### config.mk
export PLATFORM = sky130hd
export DESIGN_NAME = sound_scheduler
export DESIGN_NICKNAME = d
export VERILOG_FILES = /design/src/rtl/sound_pkg.sv /design/src/rtl/sound_step_timer.sv /design/src/rtl/sound_scheduler.sv
export SDC_FILE = /design/constraint.sdc
export NUM_CORES = 1
export LEC_CHECK = 0
export BUFFER_PORTS_ARGS = -buffer_cell sky130_fd_sc_hd__buf_2
export CAP_MARGIN = 20
export CORE_MARGIN = 3
export CORE_UTILIZATION = 55
export DETAILED_ROUTE_END_ITERATION = 10
export PLACE_DENSITY_LB_ADDON = 0.3
export REMOVE_ABC_BUFFERS = 1
export SLEW_MARGIN = 20
export SYNTH_ARGS = -nofsm -noshare
export SYNTH_HDL_FRONTEND = slang
export SYNTH_SLANG_ARGS = --single-unit
### constraint.sdc
create_clock -name clk -period 5.7 [get_ports clk]
set_input_delay 1.14 -clock clk [delete_from_list [all_inputs] [get_ports clk]]
set_output_delay 1.14 -clock clk [all_outputs]
set_load 0.03 [all_outputs]
### src/rtl/sound_pkg.sv
// sound_pkg: shared states, grant bit indices and default timing constants for the sound scheduler
package sound_pkg;
  typedef enum logic [2:0] {IDLE, ENGINE, CLICK, WARN_ON, WARN_OFF, HORN} state_t;
  localparam int G_ENGINE = 0;
  localparam int G_CLICK = 1;
  localparam int G_WARN = 2;
  localparam int G_HORN = 3;
  localparam int TW = 16;
  localparam int PW = 20;
  localparam int BW = 8;
  localparam int unsigned DEF_CLICK_MS = 3;
  localparam int unsigned DEF_WARN_ON_MS = 100;
  localparam int unsigned DEF_WARN_OFF_MS = 100;
  localparam int unsigned DEF_WARN_BEEPS = 3;
  localparam int unsigned DEF_HORN_HALF = 62500;
  localparam int unsigned DEF_CLICK_HALF = 25000;
  localparam int unsigned DEF_WARN_HALF = 20833;
endpackage

### src/rtl/sound_step_timer.sv
// sound_step_timer: loadable, freezable ms down-counter; done flags the tick that takes it from 1 to 0
module sound_step_timer #(
  parameter int W = 16
) (
  input  logic         clk,
  input  logic         rst,
  input  logic         load,
  input  logic [W-1:0] load_val,
  input  logic         tick,
  input  logic         freeze,
  output logic         done
);
  logic [W-1:0] cnt;
  assign done = tick && !freeze && cnt == W'(1);
  always_ff @(posedge clk) begin
    if (rst) cnt <= '0;
    else if (load) cnt <= load_val;
    else if (tick && !freeze && cnt != '0) cnt <= cnt - W'(1);
  end
endmodule

### src/rtl/sound_scheduler.sv
// sound_scheduler: prioritises horn, warning chime, turn click and engine noise onto one tone generator
module sound_scheduler
  import sound_pkg::*;
#(
  parameter int unsigned CLICK_MS = DEF_CLICK_MS,
  parameter int unsigned WARN_ON_MS = DEF_WARN_ON_MS,
  parameter int unsigned WARN_OFF_MS = DEF_WARN_OFF_MS,
  parameter int unsigned WARN_BEEPS = DEF_WARN_BEEPS,
  parameter int unsigned HORN_HALF = DEF_HORN_HALF,
  parameter int unsigned CLICK_HALF = DEF_CLICK_HALF,
  parameter int unsigned WARN_HALF = DEF_WARN_HALF
) (
  input  logic          clk,
  input  logic          rst,
  input  logic          tick_1ms,
  input  logic          horn_req,
  input  logic          click_req,
  input  logic          warn_req,
  input  logic          engine_en,
  input  logic [PW-1:0] engine_period,
  output logic [PW-1:0] tone_period,
  output logic          noise_sel,
  output logic [3:0]    grant,
  output logic          busy
);
  state_t state, ns;
  logic warn_act, act_n, warn_ph, ph_n, pend, pend_n, ld, done, freeze;
  logic [BW-1:0] beeps, beeps_n, b_eff;
  logic [TW-1:0] ld_val;
  logic [PW-1:0] tone_n;
  logic [3:0] grant_n;
  assign freeze = !(state inside {CLICK, WARN_ON, WARN_OFF}) || horn_req;
  sound_step_timer #(.W(TW)) u_timer (
    .clk(clk),
    .rst(rst),
    .load(ld),
    .load_val(ld_val),
    .tick(tick_1ms),
    .freeze(freeze),
    .done(done)
  );
  always_comb begin
    ns = IDLE;
    ld = 1'b0;
    ld_val = '0;
    act_n = warn_act;
    ph_n = warn_ph;
    beeps_n = beeps;
    pend_n = pend;
    b_eff = warn_req ? BW'(WARN_BEEPS) : beeps;
    if (!warn_act && warn_req) begin
      act_n = 1'b1;
      ph_n = 1'b0;
      beeps_n = BW'(WARN_BEEPS);
      ld = 1'b1;
      ld_val = TW'(WARN_ON_MS);
    end else if (warn_act) begin
      beeps_n = b_eff;
      if (done && state == WARN_ON) begin
        ph_n = 1'b1;
        ld = 1'b1;
        ld_val = TW'(WARN_OFF_MS);
      end else if (done && state == WARN_OFF) begin
        if (b_eff == BW'(1)) act_n = 1'b0;
        else begin
          ph_n = 1'b0;
          beeps_n = b_eff - BW'(1);
          ld = 1'b1;
          ld_val = TW'(WARN_ON_MS);
        end
      end
    end
    // an aborted click under the horn is dropped; one displaced by a warning is replayed
    if (horn_req) begin
      ns = HORN;
      pend_n = pend || click_req;
    end else if (act_n) begin
      ns = ph_n ? WARN_OFF : WARN_ON;
      pend_n = pend || click_req || (state == CLICK && !done);
    end else if (click_req || pend || (state == CLICK && !done)) begin
      ns = CLICK;
      pend_n = 1'b0;
      if (state != CLICK || click_req) begin
        ld = 1'b1;
        ld_val = TW'(CLICK_MS);
      end
    end else if (engine_en && engine_period != '0) ns = ENGINE;
    tone_n = ns == HORN ? PW'(HORN_HALF) : ns == WARN_ON ? PW'(WARN_HALF) :
             ns == CLICK ? PW'(CLICK_HALF) : ns == ENGINE ? engine_period : '0;
    grant_n = '0;
    grant_n[G_HORN] = ns == HORN;
    grant_n[G_WARN] = ns inside {WARN_ON, WARN_OFF};
    grant_n[G_CLICK] = ns == CLICK;
    grant_n[G_ENGINE] = ns == ENGINE;
  end
  always_ff @(posedge clk) begin
    if (rst) begin
      state <= IDLE;
      warn_act <= 1'b0;
      warn_ph <= 1'b0;
      beeps <= '0;
      pend <= 1'b0;
      tone_period <= '0;
      noise_sel <= 1'b0;
      grant <= '0;
      busy <= 1'b0;
    end else begin
      state <= ns;
      warn_act <= act_n;
      warn_ph <= ph_n;
      beeps <= beeps_n;
      pend <= pend_n;
      tone_period <= tone_n;
      noise_sel <= ns == ENGINE;
      grant <= grant_n;
      busy <= ns == CLICK || act_n || pend_n;
    end
  end
endmodule

# [Word level (Yosys, flattened, before mapping)]
# Cells that the tools add are included.
[totals] ff_bits=56 latch_bits=0 mem_bits_rw=0 romBits=0 output_inout_bits=26 word_cells=103 mem_count=0
[classes] add_sub_neg=2 mul=0 div=0 order_cmp=0 n_eq_ne=11 shifts=0 muxes=47 n_bitwise=1 reduce_logical=28
[ops] cell="two-way mux 16 bit" count=10
[ops] cell="two-way mux 7 bit" count=5
[ops] cell="two-way mux 8 bit" count=4
[ops] cell="two-way mux 1 bit" count=22
[ops] cell="nonzero test 20 bit" count=1
[ops] cell="== test 16 x 1 -> 1 bit, second input constant" count=1
[ops] cell="nonzero test 16 bit" count=1
[ops] cell="subtractor 16 x 1 -> 16 bit, second input constant" count=1
[ops] cell="== test 3 x 2 -> 1 bit, second input constant" count=4
[ops] cell="== test 3 bit, second input constant" count=3
[ops] cell="two-way mux 3 bit" count=3
[ops] cell="== test 8 x 1 -> 1 bit, second input constant" count=1
[ops] cell="logical AND 1 bit" count=8
[ops] cell="subtractor 8 x 1 -> 8 bit, second input constant" count=1
[ops] cell="logical OR 1 bit" count=6
[ops] cell="two-way mux 2 bit" count=3
[ops] cell="nonzero test 2 bit" count=3
[ops] cell="OR reduction 5 bit" count=1
[ops] cell="logical NOT 1 bit" count=4
[ops] cell="OR reduction 2 bit" count=2
[ops] cell="== test 3 x 1 -> 1 bit, second input constant" count=1
[ops] cell="!= test 3 x 2 -> 1 bit, second input constant" count=1
[ops] cell="nonzero test 3 bit" count=1
[ops] cell="OR reduction 3 bit" count=1
[ops] cell="NOT 1 bit" count=1

# [Longest topological paths before layout]
[logic_depth] depth_word=20 ltp_mapped=12 ltp_nobuf=9

# [By module]
# A second synthesis with hierarchy kept.
[unflattened] hier_cells=324 area_unflattened_um2=2791.4
[by_module_without_submodules] module="sound_scheduler" n_inst=1 cells_per_inst=186 area_each_um2=1691.6
[by_module_without_submodules] module="sound_step_timer" n_inst=1 cells_per_inst=138 area_each_um2=1099.8

# [Worst setup path after synthesis]
# Ideal clock, no wire load.
[synth_timing] path_type="in2reg" startpoint="in warn_req" endpoint="reg u_timer.cnt[10]" arrival_time_ns=3.319 required_time_ns=5.630 slack_ns=2.311 stages=12 path_buffers=4 cell_sequence="clkbuf_1 -> clkbuf_1 -> nor2_1 -> ha_1 -> nor4b_1 -> a22o_1 -> a31o_4 -> buf_2 -> nand2_1 -> nand3_1 -> buf_4 -> a21oi_1"
[synth_between] elab_chain_cells=12 word_cells_on_any_way=20 cone_classes="eq/ne (1); mux (17); reduce/logical (2)"
[synth_rtl] element="from (decl)" line_no="sound_scheduler.sv:18" rtl="input logic warn_req,"
[synth_rtl] element="two-way mux 8 bit" line_no="sound_scheduler.sv:50" rtl="b_eff = warn_req ? BW'(WARN_BEEPS) : beeps;"
[synth_rtl] element="== test 8 x 1 -> 1 bit" line_no="sound_scheduler.sv:64" rtl="if (b_eff == BW'(1)) act_n = 1'b0;"
[synth_rtl] element="two-way mux 1 bit" line_no="sound_scheduler.sv:64"
[synth_rtl] element="two-way mux 1 bit" line_no="sound_scheduler.sv:63" rtl="end else if (done && state == WARN_OFF) begin"
[synth_rtl] element="two-way mux 1 bit" line_no="sound_scheduler.sv:59" rtl="if (done && state == WARN_ON) begin"
[synth_rtl] element="two-way mux 1 bit" line_no="sound_scheduler.sv:57" rtl="end else if (warn_act) begin"
[synth_rtl] element="two-way mux 1 bit" line_no="sound_scheduler.sv:51" rtl="if (!warn_act && warn_req) begin"
[synth_rtl] element="two-way mux 1 bit" line_no="sound_scheduler.sv:83" rtl="if (state != CLICK || click_req) begin"
[synth_rtl] element="two-way mux 1 bit" line_no="sound_scheduler.sv:80" rtl="end else if (click_req || pend || (state == CLICK && !done)) begin"
[synth_rtl] element="two-way mux 1 bit" line_no="sound_scheduler.sv:77" rtl="end else if (act_n) begin"
[synth_rtl] element="two-way mux 1 bit" line_no="sound_scheduler.sv:74" rtl="if (horn_req) begin"
[synth_rtl] element="two-way mux 16 bit or nonzero test 2 bit (tied branches)"
[synth_rtl] element="to (signal assigned)" line_no="sound_step_timer.sv:17" rtl="else if (load) cnt <= load_val;"
[synth_rtl] element="to (signal assigned)" line_no="sound_step_timer.sv:18" rtl="else if (tick && !freeze && cnt != '0) cnt <= cnt - W'(1);"
[synth_rtl] element="to (decl)" line_no="sound_step_timer.sv:13" rtl="logic [W-1:0] cnt;"
# Parallel ways exist; a longest one is shown, timed or not.
# A chain may end at the register's enable or synchronous reset.

# [Worst setup path in the final report]
[layout_timing] startpoint="in warn_req" endpoint="reg u_timer.cnt[12]"
# Same word-level chain as after synthesis.

==> impl_metrics.py <==
metrics = {
    "cts": {
        "ctsResizeCount": 0,
        "clk_latency_ns": 0.31,
        "cts_buffers": 5,
        "cts_hold_buf": 0,
        "htreeDepth": 2,
        "clockBufferDepth": 2,
        "post_cts_buffers": 0,
        "cts_tree": "yes",
        "path_clk_slew_ns": 0.09,
        "clockRootBuffer": "clkbuf_8",
        "clock-sinks": 55,
    },
    "final_layout": {
        "final_util_pct": 66.41,
        "drive_gt1_share_pct": 22.75,
        "areaGrowthSynthToFinish_pct": 13.58,
        "design_area_um2": 2952,
        "final_cell_mix": "55 x dfxtp_1, 52 x buf_2, 25 x nor2_1",
        "antenna_cells": 0,
        "final_common_cell": "dfxtp_1",
        "nets": 365,
    },
    "sta": {
        "max_freq_mhz": 314.8,
        "tns_ns": 0,
        "slew_headroom_pct": 53.32,
        "fin_crit_sh_pct": 55.73,
        "tightest_slew_ns": 0.6904,
        "rsz0062_at_grt": "no",
        "setup_slack_ns": 2.523,
        "setup_violations": 0,
        "layout_min_cycle_time_ns": 3.177,
        "drv_slew": 0,
        "whs_ns": 0.5359,
        "hold_viol": 0,
        "fin_skew_ns": 0.009788,
    },
    "place": {
        "port_buffers": 52,
        "dpl.hpwl_um": 4295,
        "detailedPlace.worstSlack_ns": 2.228,
        "place_area_um2": 2861,
        "gp_congestion": 0.8784,
    },
    "floorplan": {
        "num_io_pins": 53,
        "fp.dieH_um": 74.74,
        "initial_core_util_pct": 58.47,
        "fp.dieW_um": 74.74,
        "core-area_um2": 4444,
        "rows": 24,
        "dieArea_um2": 5586,
    },
    "logic_synthesis": {
        "yosysTopAreaCell": "dfxtp_1",
        "async_flop_share_pct": 0,
        "synth_top_area_share_pct": 42.37,
        "synthFlopType": "dfxtp_1",
        "synthCells": 285,
        "syn-cell-area_um2": 2599,
        "syn_avg_cell_area_um2": 9.118,
        "synth_edf_count": 0,
        "yosysUniqueCellTypes": 56,
        "synthTopCellsByArea": "dfxtp_1 42%, a21oi_1 4.6%, nor2_1 3.6%, and2_1 3.4%, xnor2_1 3.0%",
        "ys_seq_area_share_pct": 42.37,
        "yosys_register_bits": 55,
        "ys_warn_count": 0,
    },
    "setup_path": {
        "worst-setup-path-type": "input port to register",
        "startpoint_type": "input port",
        "arrival_ns": 3.41,
        "critical_path_required_ns": 5.93,
        "cp_max_fo": 18,
        "critPathCaptureType": "register",
    },
    "routing": {
        "vias_per_cell": 5.715,
        "drt_first_pass_iters": 4,
        "drcViolationCount": 0,
        "drtAntennaViolNets": 0,
        "vias": 2206,
        "wirelength_um": 5617,
        "wl_per_cell_um": 14.55,
        "drt_iter0_drc": 169,
    },
    "status": {
        "outcome": "finished clean",
    },
    "run": {
        "maxCapViolations": 0,
    },
    "grt": {
        "antenna_found_initial": 0,
        "grt_max_degree": 25,
        "grt_pass1_vias": 1934,
        "grt_first_pass_wirelength_um": 9101,
        "grt_overflow": 0,
        "track_usage_pct": 21.04,
    },
    "pwr": {
        "total_leakage_power_uw": 0.001228,
        "powerDensity_nw_per_um2": 261.5,
        "peakVddDrop_mv": 0.1425,
    },
    "hold_path": {
        "hold_class": "register to register",
    },
}
[final timing paths]
check	cells past startpoint	slack (ns)	to	from
hold reg to reg	2	0.54	u_timer.cnt[14]	u_timer.cnt[14]
hold / removal	2	0.54	u_timer.cnt[14]	u_timer.cnt[14]
setup / recovery	10	2.52	u_timer.cnt[12]	warn_req
setup reg to reg	9	3.27	u_timer.cnt[12]	beeps[0]
[layout make-up]
| class | count | area (um^2) |
|---|---|---|
| clock buffers | 6 | 72.57 |
| clock inverters | 2 | 17.52 |
| fillers | 376 | 1493 |
| inverters | 8 | 30.03 |
| multi-input cells | 211 | 1405 |
| flip-flops and latches | 55 | 1101 |
| well taps | 52 | 65.06 |
| repair buffers | 52 | 260.3 |
[stage by stage]
stage               total power (uW)  cells
floorplan                      518.2    274
global placement               560.2    378
detailed placement             563.7    378
CTS                            774.7    386
global route                   804.4    386
finish                         771.9    386
[routing by layer]
metal / track usage [%] / up-vias / wire (um)
met1: 29.25 / 1022 / 2578
met4: 6.324 / 0 / 75
met2: 32.98 / 55 / 2703
li1: - / 1120 / -
met3: 4.539 / 9 / 260
met5: 0 / - / 0
[state kept, by name (all words and copies together) (netlist names)]
| name | count |
|---|---|
| beeps | 8 |
| tone_period | 20 |
| pend | 1 |
| warn_act | 1 |
| state | 3 |
| grant | 4 |
| busy | 1 |
| u_timer.cnt | 16 |
| warn_ph | 1 |
[report_power, final]
part	total [uW]	switching, uW	internal, uW
Combinational	142	89.3	52.7
Sequential	414	13.1	401
Clock	216	128	88.5
[critical path: stages]
cell and delay [ns]:
buf_2 0.20, nor2_1 0.17, inv_1 0.09, ha_1 0.21, nor4b_1 0.14, a22o_1 0.32, a31o_4 0.32, a211oi_2 0.48
o21ai_0 0.19, a21oi_1 0.14
[Yosys cell counts, types with 2 or more instances]
library cell   n
dfxtp_1       55
nor2_1        25
a21oi_1       24
nand2_1       20
o21ai_0       15
and2_1        14
nor3_1        13
xnor2_1        9
inv_1          8
nor4_1         8
nand3_1        7
or3_1          7
clkbuf_1       5
ha_1           5
nor2b_1        5
xor2_1         5
a21o_1         4
nand3b_1       4
o21a_1         4
a211oi_1       3
buf_4          3
nor4b_1        3
buf_2          2
nor3_2         2
nor3b_2        2
nor4_2         2
o211a_1        2
[cell families after synthesis]
| kind of cell | count (synthesis) | share of synthesized area [%] |
|---|---|---|
| AO/OA/AOI/OAI | 66 | 16.80 |
| buffers and inverters | 19 | 3.563 |
| flip-flops | 55 | 42.37 |
| AND/OR/NAND/NOR | 126 | 30.14 |
| adder cells (fa/ha/maj) | 5 | 2.407 |
| XOR/XNOR | 14 | 4.718 |
No activity file was read; power rests on OpenSTA's default activity.
